===== config.mk =====
export PLATFORM = sky130hd
export DESIGN_NAME = uart_time_stamp_gen
export DESIGN_NICKNAME = d
export VERILOG_FILES = /design/src/rtl/uart_pkg.sv /design/src/rtl/uart_sync_edge.sv /design/src/rtl/uart_time_stamp_gen.sv
export SDC_FILE = /design/constraint.sdc
export NUM_CORES = 1
export LEC_CHECK = 0
export ABC_AREA = 1
export CAP_MARGIN = 20
export CORE_MARGIN = 2
export CORE_UTILIZATION = 30
export CTS_CLUSTER_SIZE = 8
export DETAILED_ROUTE_END_ITERATION = 16
export GPL_ROUTABILITY_DRIVEN = 0
export GPL_TIMING_DRIVEN = 0
export HOLD_SLACK_MARGIN = 0.06
export PLACE_DENSITY_LB_ADDON = 0.25
export SKIP_CTS_REPAIR_TIMING = 1
export SLEW_MARGIN = 20
export SYNTH_ARGS = -nofsm -noshare
export SYNTH_HDL_FRONTEND = slang
export SYNTH_SLANG_ARGS = --single-unit

===== constraint.sdc =====
create_clock -name clk -period 2.6 [get_ports clk]
set_input_delay 0.26 -clock clk [delete_from_list [all_inputs] [get_ports clk]]
set_output_delay 0.26 -clock clk [all_outputs]
set_load 0.005 [all_outputs]

===== src/rtl/uart_pkg.sv =====
// Shared constants for the UART time-stamp generator: stamp widths, counter limits
// and the packing helper for the 48-bit snapshot word.
package uart_pkg;

  localparam int unsigned ACQ_W   = 4;
  localparam int unsigned MS_W    = 12;
  localparam int unsigned SEC_W   = 32;
  localparam int unsigned SNAP_W  = 48;
  localparam int unsigned PRESC_W = 16;

  localparam int unsigned TICK_DIV_DEF  = 4000;
  localparam int unsigned SUBMS_MAX_DEF = 9;
  localparam int unsigned MS_MAX_DEF    = 999;

  // PPS alignment rounds up to the next second from this millisecond onwards
  localparam int unsigned MS_ROUND = 500;

  function automatic logic [SNAP_W-1:0] pack_stamp(input logic [SEC_W-1:0] sec,
                                                   input logic [MS_W-1:0]  ms,
                                                   input logic [ACQ_W-1:0] acq);
    return {sec, ms, acq};
  endfunction

endpackage


===== src/rtl/uart_sync_edge.sv =====
// Two-flop synchroniser followed by a rising-edge detector. o_rise is high for one
// cycle, two edges after the asynchronous input rises; the consumer acts on the third.
module uart_sync_edge (
  input  logic clk,
  input  logic rst,
  input  logic i_async,
  output logic o_rise
);

  logic r_meta;
  logic r_sync;
  logic r_prev;

  // Synchroniser chain plus one delayed copy for edge detection
  always_ff @(posedge clk or negedge rst) begin
    if (!rst) begin
      r_meta <= 1'b0;
      r_sync <= 1'b0;
      r_prev <= 1'b0;
    end else begin
      r_meta <= i_async;
      r_sync <= r_meta;
      r_prev <= r_sync;
    end
  end

  assign o_rise = r_sync & ~r_prev;

endmodule


===== src/rtl/uart_time_stamp_gen.sv =====
// Free-running 100us / ms / s time base for the UART core's receive time stamps.
// Includes bus load, enable and snapshot. Optional PPS alignment is built when the
// macro TIMESTAMP_PPS_SYNC_EN is defined; otherwise Pps_i is ignored.
module uart_time_stamp_gen
  import uart_pkg::*;
#(
  parameter int unsigned TICK_DIV  = TICK_DIV_DEF,
  parameter int unsigned SUBMS_MAX = SUBMS_MAX_DEF,
  parameter int unsigned MS_MAX    = MS_MAX_DEF
) (
  input  logic              clk,
  input  logic              rst,
  input  logic              p_Enable_i,
  input  logic              p_Load_i,
  input  logic [SEC_W-1:0]  SecondLoad_i,
  input  logic              p_Snap_i,
  input  logic              Pps_i,
  output logic [ACQ_W-1:0]  acqurate_stamp_o,
  output logic [MS_W-1:0]   millisecond_stamp_o,
  output logic [SEC_W-1:0]  second_stamp_o,
  output logic [SNAP_W-1:0] SnapStamp_o,
  output logic              p_Tick_o,
  output logic              p_SecPulse_o
);

  localparam logic [PRESC_W-1:0] LP_PRESC_MAX = PRESC_W'(TICK_DIV - 1);
  localparam logic [ACQ_W-1:0]   LP_ACQ_MAX   = ACQ_W'(SUBMS_MAX);
  localparam logic [MS_W-1:0]    LP_MS_MAX    = MS_W'(MS_MAX);
  localparam logic [MS_W-1:0]    LP_MS_ROUND  = MS_W'(MS_ROUND);

  logic [PRESC_W-1:0] r_presc;
  logic               r_tick;
  logic [ACQ_W-1:0]   r_acq;
  logic [MS_W-1:0]    r_ms;
  logic [SEC_W-1:0]   r_sec;
  logic               r_sec_pulse;
  logic [SNAP_W-1:0]  r_snap;

  logic w_pps_edge;
  logic w_clear;
  logic w_adv;
  logic w_acq_wrap;
  logic w_ms_wrap;
  logic w_presc_wrap;

`ifdef TIMESTAMP_PPS_SYNC_EN
  logic w_pps_rise;

  uart_sync_edge u_pps_sync (
    .clk     (clk),
    .rst     (rst),
    .i_async (Pps_i),
    .o_rise  (w_pps_rise)
  );

  assign w_pps_edge = w_pps_rise & p_Enable_i;
`else
  // Port kept so the core wiring is identical in both builds
  logic w_unused_pps;
  assign w_unused_pps = Pps_i;
  assign w_pps_edge   = 1'b0;
`endif

  // Shared cascade controls; a load or PPS edge both restart the sub-second chain
  always_comb begin
    w_clear      = p_Load_i | w_pps_edge;
    w_adv        = r_tick & p_Enable_i;
    w_acq_wrap   = (r_acq == LP_ACQ_MAX);
    w_ms_wrap    = (r_ms == LP_MS_MAX);
    w_presc_wrap = (r_presc == LP_PRESC_MAX);
  end

  // Prescaler: 0..TICK_DIV-1 while enabled
  always_ff @(posedge clk or negedge rst) begin
    if (!rst) begin
      r_presc <= '0;
    end else if (w_clear) begin
      r_presc <= '0;
    end else if (p_Enable_i) begin
      r_presc <= w_presc_wrap ? '0 : r_presc + 1'b1;
    end
  end

  // Registered 100us tick; the cascade below advances on it
  always_ff @(posedge clk or negedge rst) begin
    if (!rst) begin
      r_tick <= 1'b0;
    end else begin
      r_tick <= p_Enable_i & ~w_clear & w_presc_wrap;
    end
  end

  // 100us stage
  always_ff @(posedge clk or negedge rst) begin
    if (!rst) begin
      r_acq <= '0;
    end else if (w_clear) begin
      r_acq <= '0;
    end else if (w_adv) begin
      r_acq <= w_acq_wrap ? '0 : r_acq + 1'b1;
    end
  end

  // Millisecond stage
  always_ff @(posedge clk or negedge rst) begin
    if (!rst) begin
      r_ms <= '0;
    end else if (w_clear) begin
      r_ms <= '0;
    end else if (w_adv && w_acq_wrap) begin
      r_ms <= w_ms_wrap ? '0 : r_ms + 1'b1;
    end
  end

  // Seconds stage: load beats PPS beats the normal carry; wraps modulo 2^32
  always_ff @(posedge clk or negedge rst) begin
    if (!rst) begin
      r_sec       <= '0;
      r_sec_pulse <= 1'b0;
    end else if (p_Load_i) begin
      r_sec       <= SecondLoad_i;
      r_sec_pulse <= 1'b0;
    end else if (w_pps_edge) begin
      if (r_ms >= LP_MS_ROUND) begin
        r_sec       <= r_sec + 1'b1;
        r_sec_pulse <= 1'b1;
      end else begin
        r_sec_pulse <= 1'b0;
      end
    end else if (w_adv && w_acq_wrap && w_ms_wrap) begin
      r_sec       <= r_sec + 1'b1;
      r_sec_pulse <= 1'b1;
    end else begin
      r_sec_pulse <= 1'b0;
    end
  end

  // Snapshot takes the pre-edge stamp, so a simultaneous load is not seen
  always_ff @(posedge clk or negedge rst) begin
    if (!rst) begin
      r_snap <= '0;
    end else if (p_Snap_i) begin
      r_snap <= pack_stamp(r_sec, r_ms, r_acq);
    end
  end

  assign acqurate_stamp_o    = r_acq;
  assign millisecond_stamp_o = r_ms;
  assign second_stamp_o      = r_sec;
  assign SnapStamp_o         = r_snap;
  assign p_Tick_o            = r_tick;
  assign p_SecPulse_o        = r_sec_pulse;

endmodule

==> insert_results.sql, run 1 <==
INSERT INTO impl_metrics (metric_group, metric, value, unit) VALUES
('run_status', 'status', 'completed', ''),
('cts', 'clockRootBuffer', 'sky130_fd_sc_hd__clkbuf_16', ''),
('floorplan', 'fp.dieArea', '21300', 'µm²'),
('floorplan', 'core', '19600', 'µm²'),
('cts', 'clk_pin_slew_worst_paths', '0.06', 'ns'),
('worst_setup_path', 'slowest_stage_cell_on_the_critical_path', 'sky130_fd_sc_hd__dfrtp_1', ''),
('layout', 'antenna-diode-count', '0', ''),
('logic_synthesis', 'synth.top_cells.by_area', 'sky130_fd_sc_hd__dfrtp_1 47%, sky130_fd_sc_hd__nand2_1 14%, sky130_fd_sc_hd__nor2_1 6.6%', ''),
('floorplan', 'fp-row-count', '51', ''),
('global_routing', 'grt_remaining_overflow', '0', ''),
('power_and_ir_drop', 'leakagePower', '3.70', 'nW'),
('floorplan', 'floorplan.die.height', '146', 'µm'),
('logic_synthesis', 'postSynthRegisterBits', '114', ''),
('cts', 'cts_tree', 'yes', ''),
('logic_synthesis', 'synth_cell_area', '6050', 'µm²'),
('worst_setup_path', 'crit_fanout', '9', ''),
('layout', 'multiInputGateArea', '2790', 'µm²'),
('worst_setup_path', 'critical_path.endpoint_type', 'flop', ''),
('cts', 'clock_latency', '0.42', 'ns'),
('sta', 'timing.slew.headroom', '50.6', '%'),
('global_routing', 'grt_antenna_before_repair', '0', ''),
('place', 'placed_instances', '1181', ''),
('worst_setup_path', 'critical_path_required', '2.91', 'ns'),
('logic_synthesis', 'proportion_of_synthesized_chip_area_in_sequential_cells', '47.2', '%'),
('layout', 'final_util', '42.2', '%'),
('worst_setup_path', 'timing.critical_path.max_delay_family', 'simple AND/OR/NAND/NOR gates', ''),
('place', 'port_buffers', '132', ''),
('floorplan', 'initial_core_util', '30.9', '%'),
('cts', 'cts_made_buffers', '17', ''),
('worst_setup_path', 'critical_path.most_common_cell', 'sky130_fd_sc_hd__nand2_1', ''),
('cts', 'clock_path_buffers', '2', ''),
('logic_synthesis', 'yosys.area.top_type_share', '47.2', '%'),
('drt', 'dr.pass1.iters', '8', ''),
('layout', 'syn2layout_area_growth', '36.8', '%'),
('sta', 'hold_violations', '0', ''),
('drt', 'vias', '5791', ''),
('place', 'dpl_cell_area', '7730', 'µm²'),
('cts', 'cts_max_level', '4', ''),
('sta', 'max_slew_violation_total_from_the_final_report', '0', ''),
('floorplan', 'io-pin-count', '136', ''),
('logic_synthesis', 'yosys.cell_types.count', '39', ''),
('cts', 'tritoncts_num_sinks', '114', ''),
('sta', 'rsz0062_at_grt', 'false', ''),
('sta', 'setup_viol', '0', ''),
('layout', 'drive_gt1_share', '9.19', '%'),
('layout', 'mostFrequentLayoutCells', '233 x sky130_fd_sc_hd__nand2_1, 131 x sky130_fd_sc_hd__clkdlybuf4s50_1, 114 x sky130_fd_sc_hd__dfrtp_1', ''),
('global_routing', 'grt_first_pass_wirelength', '30.5', 'mm'),
('global_routing', 'grt_max_degree', '66', ''),
('logic_synthesis', 'synth.net_count', '826', ''),
('power_and_ir_drop', 'total_power_divided_by_cell_area', '607', 'nW/µm²'),
('drt', 'route.detailed.vias_per_inst', '4.78', ''),
('sta', 'min_period_over_period', '72.8', '%'),
('logic_synthesis', 'post_synth_inst_count', '783', ''),
('logic_synthesis', 'yosysWarnings', '0', ''),
('worst_setup_path', 'timing.critical_path.arrival', '2.20', 'ns'),
('sta', 'fin_skew', '0.00767', 'ns'),
('drt', 'number_of_design_rule_violations_left_by_the_first_detailed_router_iteration', '466', ''),
('global_routing', 'track_usage', '18.5', '%'),
('layout', 'ff_latch_area', '2850', 'µm²'),
('job', 'max_cap_viol_count', '0', ''),
('sta', 'worst_pin_slew', '0.741', 'ns'),
('worst_setup_path', 'critPathLaunchType', 'flop', ''),
('drt', 'drt-total-wl', '19.5', 'mm'),
('place', 'half_perimeter_wire_length_after_placement', '14.5', 'mm'),
('layout', 'stdcell_count', '1212', ''),
('layout', 'final.fill_count', '2034', ''),
('logic_synthesis', 'syn-mean-instance-area', '7.72', 'µm²'),
('floorplan', 'die_w', '146', 'µm'),
('sta', 'fmax', '0.528', 'GHz'),
('worst_hold_path', 'timing.hold.worst.class', 'in2async', ''),
('worst_setup_path', 'critical_path_class', 'reg2reg', '');
## Yosys cell counts (all sizes together)
| library cell | instances |
|---|---|
| a211oi | 1 |
| a21o | 2 |
| a21oi | 44 |
| buf | 16 |
| clkbuf | 9 |
| clkinv | 4 |
| dfrtp | 114 |
| ha | 5 |
| inv | 67 |
| mux2 | 12 |
| nand2 | 239 |
| nand3 | 72 |
| nand3b | 3 |
| nand4 | 12 |
| nor2 | 121 |
| nor3 | 6 |
| nor4 | 1 |
| o211ai | 1 |
| o21ai | 29 |
| o22ai | 4 |
| or2 | 2 |
| xnor2 | 6 |
| xor2 | 13 |
## state kept, by name, indices dropped and copies added (netlist names)
name                 cells
p_Tick_o                 1
r_presc                 16
second_stamp_o          32
millisecond_stamp_o     12
p_SecPulse_o             1
SnapStamp_o             48
acqurate_stamp_o         4
## layout make-up
class / count / area share [%]
Clock inverter: 5 / 0.333
Clock buffer: 25 / 6.11
Tap cell: 265 / 4.01
Sequential cell: 114 / 34.5
Inverter: 71 / 3.22
Timing Repair Buffer: 134 / 16.4
Buffer: 25 / 1.66
Multi-Input combinational cell: 573 / 33.7
## power breakdown
part	leakage (nW)	total (W)	internal [W]	switching (W)
clock	0.265	0.00213	0.00132	0.000810
combinational	2.02	0.000811	0.000420	0.000391
sequential	1.41	0.00208	0.00192	0.000159
total	3.70	0.00502	0.00366	0.00136
## metrics by stage
stage	hold slack, ns	setup TNS (ns)	power [W]	worst slack, ns
global placement	0.490	-392.20	0.00291	-3.45
CTS	-0.206	0	0.00508	0.694
floorplan	-0.0356	0	0.00239	1.05
global route	0.404	0	0.00524	0.551
finish	0.343	0	0.00502	0.707
detailed placement	0.243	0	0.00292	0.462
## per-layer routing
| layer | track usage, % | vias to the layer above | wire length, µm |
|---|---|---|---|
| met5 | 0 | - | 0 |
| met4 | 5.98 | 0 | 285 |
| met3 | 4.01 | 23 | 1390 |
| met2 | 28.6 | 205 | 8770 |
| met1 | 25.8 | 2754 | 9050 |
| li1 | - | 2809 | - |
## final timing paths
check	cells after the start	from	slack [ns]	endpoint
hold / removal	2	rst	0.34	second_stamp_o[30]
hold reg to reg	1	SnapStamp_o[4]	0.50	SnapStamp_o[4]
min in group clk	4	p_Load_i	0.37	second_stamp_o[30]
setup / recovery	9	acqurate_stamp_o[1]	0.71	second_stamp_o[5]
max in group asynchronous	3	rst	1.55	r_presc[10]
setup reg to reg	9	acqurate_stamp_o[1]	0.71	second_stamp_o[5]
## logic make-up after synthesis
logic type | share of synthesized area [%]
adders and majority gates | 1.03
buffers and inverters | 6.68
DFF | 47.2
and+or+nand+nor | 33.0
muxes | 2.24
xor gates and xnor gates | 2.75
AOI/OAI and AO/OA | 7.14
No activity file was read; power rests on OpenSTA's default activity.
==> run 2, diff against run 1 <==
Clock period 2.6 ns to 1.8 ns, I/O delays scaled along.
==> run 2 against run 1 <==
Flip-flop and latch count unchanged. Final cell count rose by 0.50%. Critical path depth unchanged. Clock skew decreased by 0.00080 ns. Wire length grew 0.95%. Highest routed layer unchanged.
==> insert_results.sql, run 2 (same netlist as run 1, synthesis figures left out) <==
INSERT INTO impl_metrics (metric_group, metric, value, unit) VALUES
('run_status', 'status', 'completed', ''),
('power_and_ir_drop', 'peakVddDrop', '0.000608', 'V'),
('drt', 'route.detailed.vias_per_inst', '4.76', ''),
('sta', 'setup_viol', '0', ''),
('floorplan', 'initial_core_util', '30.9', '%'),
('worst_setup_path', 'timing.critical_path.arrival', '2.09', 'ns'),
('sta', 'max_slew_violation_total_from_the_final_report', '0', ''),
('worst_setup_path', 'worst-r2r-setup-slack', '0.07', 'ns'),
('sta', 'hold_violations', '0', ''),
('layout', 'antenna-diode-count', '0', ''),
('layout', 'drive_gt1_share', '10.9', '%'),
('place', 'dpl_cell_area', '7730', 'µm²'),
('floorplan', 'core', '19600', 'µm²'),
('cts', 'clock_path_buffers', '2', ''),
('drt', 'dr.pass1.iters', '5', ''),
('worst_hold_path', 'timing.hold.worst.class', 'in2async', ''),
('sta', 'fmax', '0.579', 'GHz'),
('worst_setup_path', 'critical_path.reg2reg.startpoint', 'acqurate_stamp_o[1]', ''),
('floorplan', 'fp.dieArea', '21300', 'µm²'),
('cts', 'cts_made_buffers', '17', ''),
('place', 'placed_instances', '1181', ''),
('layout', 'final_area', '8410', 'µm²'),
('layout', 'ff_latch_area', '2860', 'µm²'),
('sta', 'timing.final.crit_period', '1.73', 'ns'),
('floorplan', 'io-pin-count', '136', ''),
('worst_setup_path', 'reg_to_reg_end', 'second_stamp_o[23]', ''),
('place', 'port_buffers', '132', ''),
('cts', 'cts_tree', 'yes', ''),
('global_routing', 'grt_remaining_overflow', '0', ''),
('cts', 'clock_latency', '0.42', 'ns'),
('drt', 'drt-total-wl', '19.7', 'mm'),
('worst_setup_path', 'crit_fanout', '5', ''),
('global_routing', 'grt_max_degree', '66', ''),
('worst_setup_path', 'critical_path_required', '2.16', 'ns'),
('layout', 'mostFrequentLayoutCells', '232 x sky130_fd_sc_hd__nand2_1, 131 x sky130_fd_sc_hd__clkdlybuf4s50_1, 111 x sky130_fd_sc_hd__dfrtp_1', ''),
('place', 'half_perimeter_wire_length_after_placement', '14.5', 'mm'),
('worst_setup_path', 'timing.reg2reg.worst_path_depth', '9', ''),
('drt', 'number_of_design_rule_violations_left_by_the_first_detailed_router_iteration', '416', ''),
('layout', 'final_util', '42.9', '%'),
('drt', 'vias', '5798', ''),
('floorplan', 'die_w', '146', 'µm'),
('sta', 'fin_skew', '0.00687', 'ns'),
('drt', 'drt-wirelength-per-cell', '16.2', 'µm'),
('cts', 'cts_max_level', '4', ''),
('cts', 'tritoncts_num_sinks', '114', ''),
('global_routing', 'vias_in_the_first_global_route', '5444', ''),
('job', 'max_cap_viol_count', '0', ''),
('drt', 'antenna_violating_nets_remaining', '0', ''),
('power_and_ir_drop', 'leakagePower', '3.74', 'nW'),
('drt', 'drcViolationCount', '0', ''),
('floorplan', 'fp-row-count', '51', ''),
('layout', 'nets', '985', ''),
('layout', 'syn2layout_area_growth', '39.1', '%'),
('worst_setup_path', 'critPathLaunchType', 'flop', ''),
('global_routing', 'grt_first_pass_wirelength', '30.5', 'mm'),
('floorplan', 'floorplan.die.height', '146', 'µm'),
('layout', 'multiInputGateArea', '2850', 'µm²'),
('layout', 'most_common_cell_after_layout_fill_and_taps_aside', 'sky130_fd_sc_hd__nand2_1', ''),
('layout', 'stdcell_count', '1218', ''),
('sta', 'timing.slew.headroom', '49.0', '%'),
('worst_setup_path', 'critical_path.endpoint_type', 'flop', ''),
('cts', 'clk_pin_slew_worst_paths', '0.06', 'ns'),
('worst_setup_path', 'critical_path_class', 'reg2reg', ''),
('power_and_ir_drop', 'total_power_divided_by_cell_area', '865', 'nW/µm²'),
('cts', 'clockRootBuffer', 'sky130_fd_sc_hd__clkbuf_16', ''),
('global_routing', 'track_usage', '18.5', '%'),
('layout', 'largest_register_ffs', '48', ''),
('sta', 'worst_pin_slew', '0.766', 'ns'),
('global_routing', 'grt_antenna_before_repair', '0', ''),
('sta', 'min_period_over_period', '96.0', '%'),
('layout', 'final.fill_count', '2033', '');
## run 2: cell count changes in the layout (fill, tap and decap cells not counted), sizes merged
cell and delta:
buf +6
## run 2: stage by stage
stage / TNS, ns / setup WS [ns] / hold slack (ns) / total power [W]
floorplan: 0 / 0.250 / -0.116 / 0.00345
global placement: -481.98 / -4.17 / 0.490 / 0.00420
detailed placement: -7.50 / -0.258 / 0.163 / 0.00422
CTS: -1.52 / -0.106 / -0.286 / 0.00733
global route: -0.0106 / -0.00799 / 0.319 / 0.00759
finish: 0 / 0.0717 / 0.263 / 0.00728
## run 2: how the worst max path moves through the flow
stage | from | end | cells past startpoint
3_5_place_dp | p_Enable_i | second_stamp_o[5] | 8
5_1_grt | acqurate_stamp_o[1] | second_stamp_o[18] | 9
3_3_place_gp | rst | r_presc[11] | 1
2_1_floorplan | millisecond_stamp_o[0] | second_stamp_o[28] | 11
6_report | acqurate_stamp_o[1] | second_stamp_o[23] | 9
4_1_cts | acqurate_stamp_o[1] | second_stamp_o[5] | 9
## run 2: per-layer routing
layer | wire length (µm) | track usage (%) | vias up
met5 | 0 | 0 | -
met4 | 289 | 5.98 | 0
met3 | 1110 | 4.01 | 22
met2 | 9010 | 28.6 | 177
met1 | 9260 | 25.8 | 2773
li1 | - | - | 2826
## run 2: critical path: stages, from the launching register on
cell and delay, ns:
sky130_fd_sc_hd__dfrtp_1 0.41, sky130_fd_sc_hd__inv_2 0.09, sky130_fd_sc_hd__ha_1 0.17, sky130_fd_sc_hd__nand3_2 0.11, sky130_fd_sc_hd__nor2_4 0.21, sky130_fd_sc_hd__nand4_4 0.17
sky130_fd_sc_hd__nor2_8 0.18, sky130_fd_sc_hd__buf_4 0.16, sky130_fd_sc_hd__nand3_1 0.08, sky130_fd_sc_hd__nand2_1 0.07
## run 2: where the power goes
group | internal (W) | switching, W | leakage (nW)
clock network | 0.00191 | 0.00118 | 0.265
logic | 0.000612 | 0.000570 | 2.07
registers | 0.00277 | 0.000231 | 1.41
total | 0.00529 | 0.00198 | 3.74
## run 2: cell type report
cell class	instances	area share, %
well taps	265	3.94
inverters	71	3.17
multi-input cells	573	33.9
plain buffers	25	1.87
flip-flops and latches	114	34.0
clock buffers	25	6.01
repair buffers	140	16.9
clock inverters	5	0.327
==> run 3, diff against run 2 <==
Settings changed: CAP_MARGIN 20 to 10.
==> results of run 3 <==
No change in the layout: final DEF, timing and power equal those of run 2.
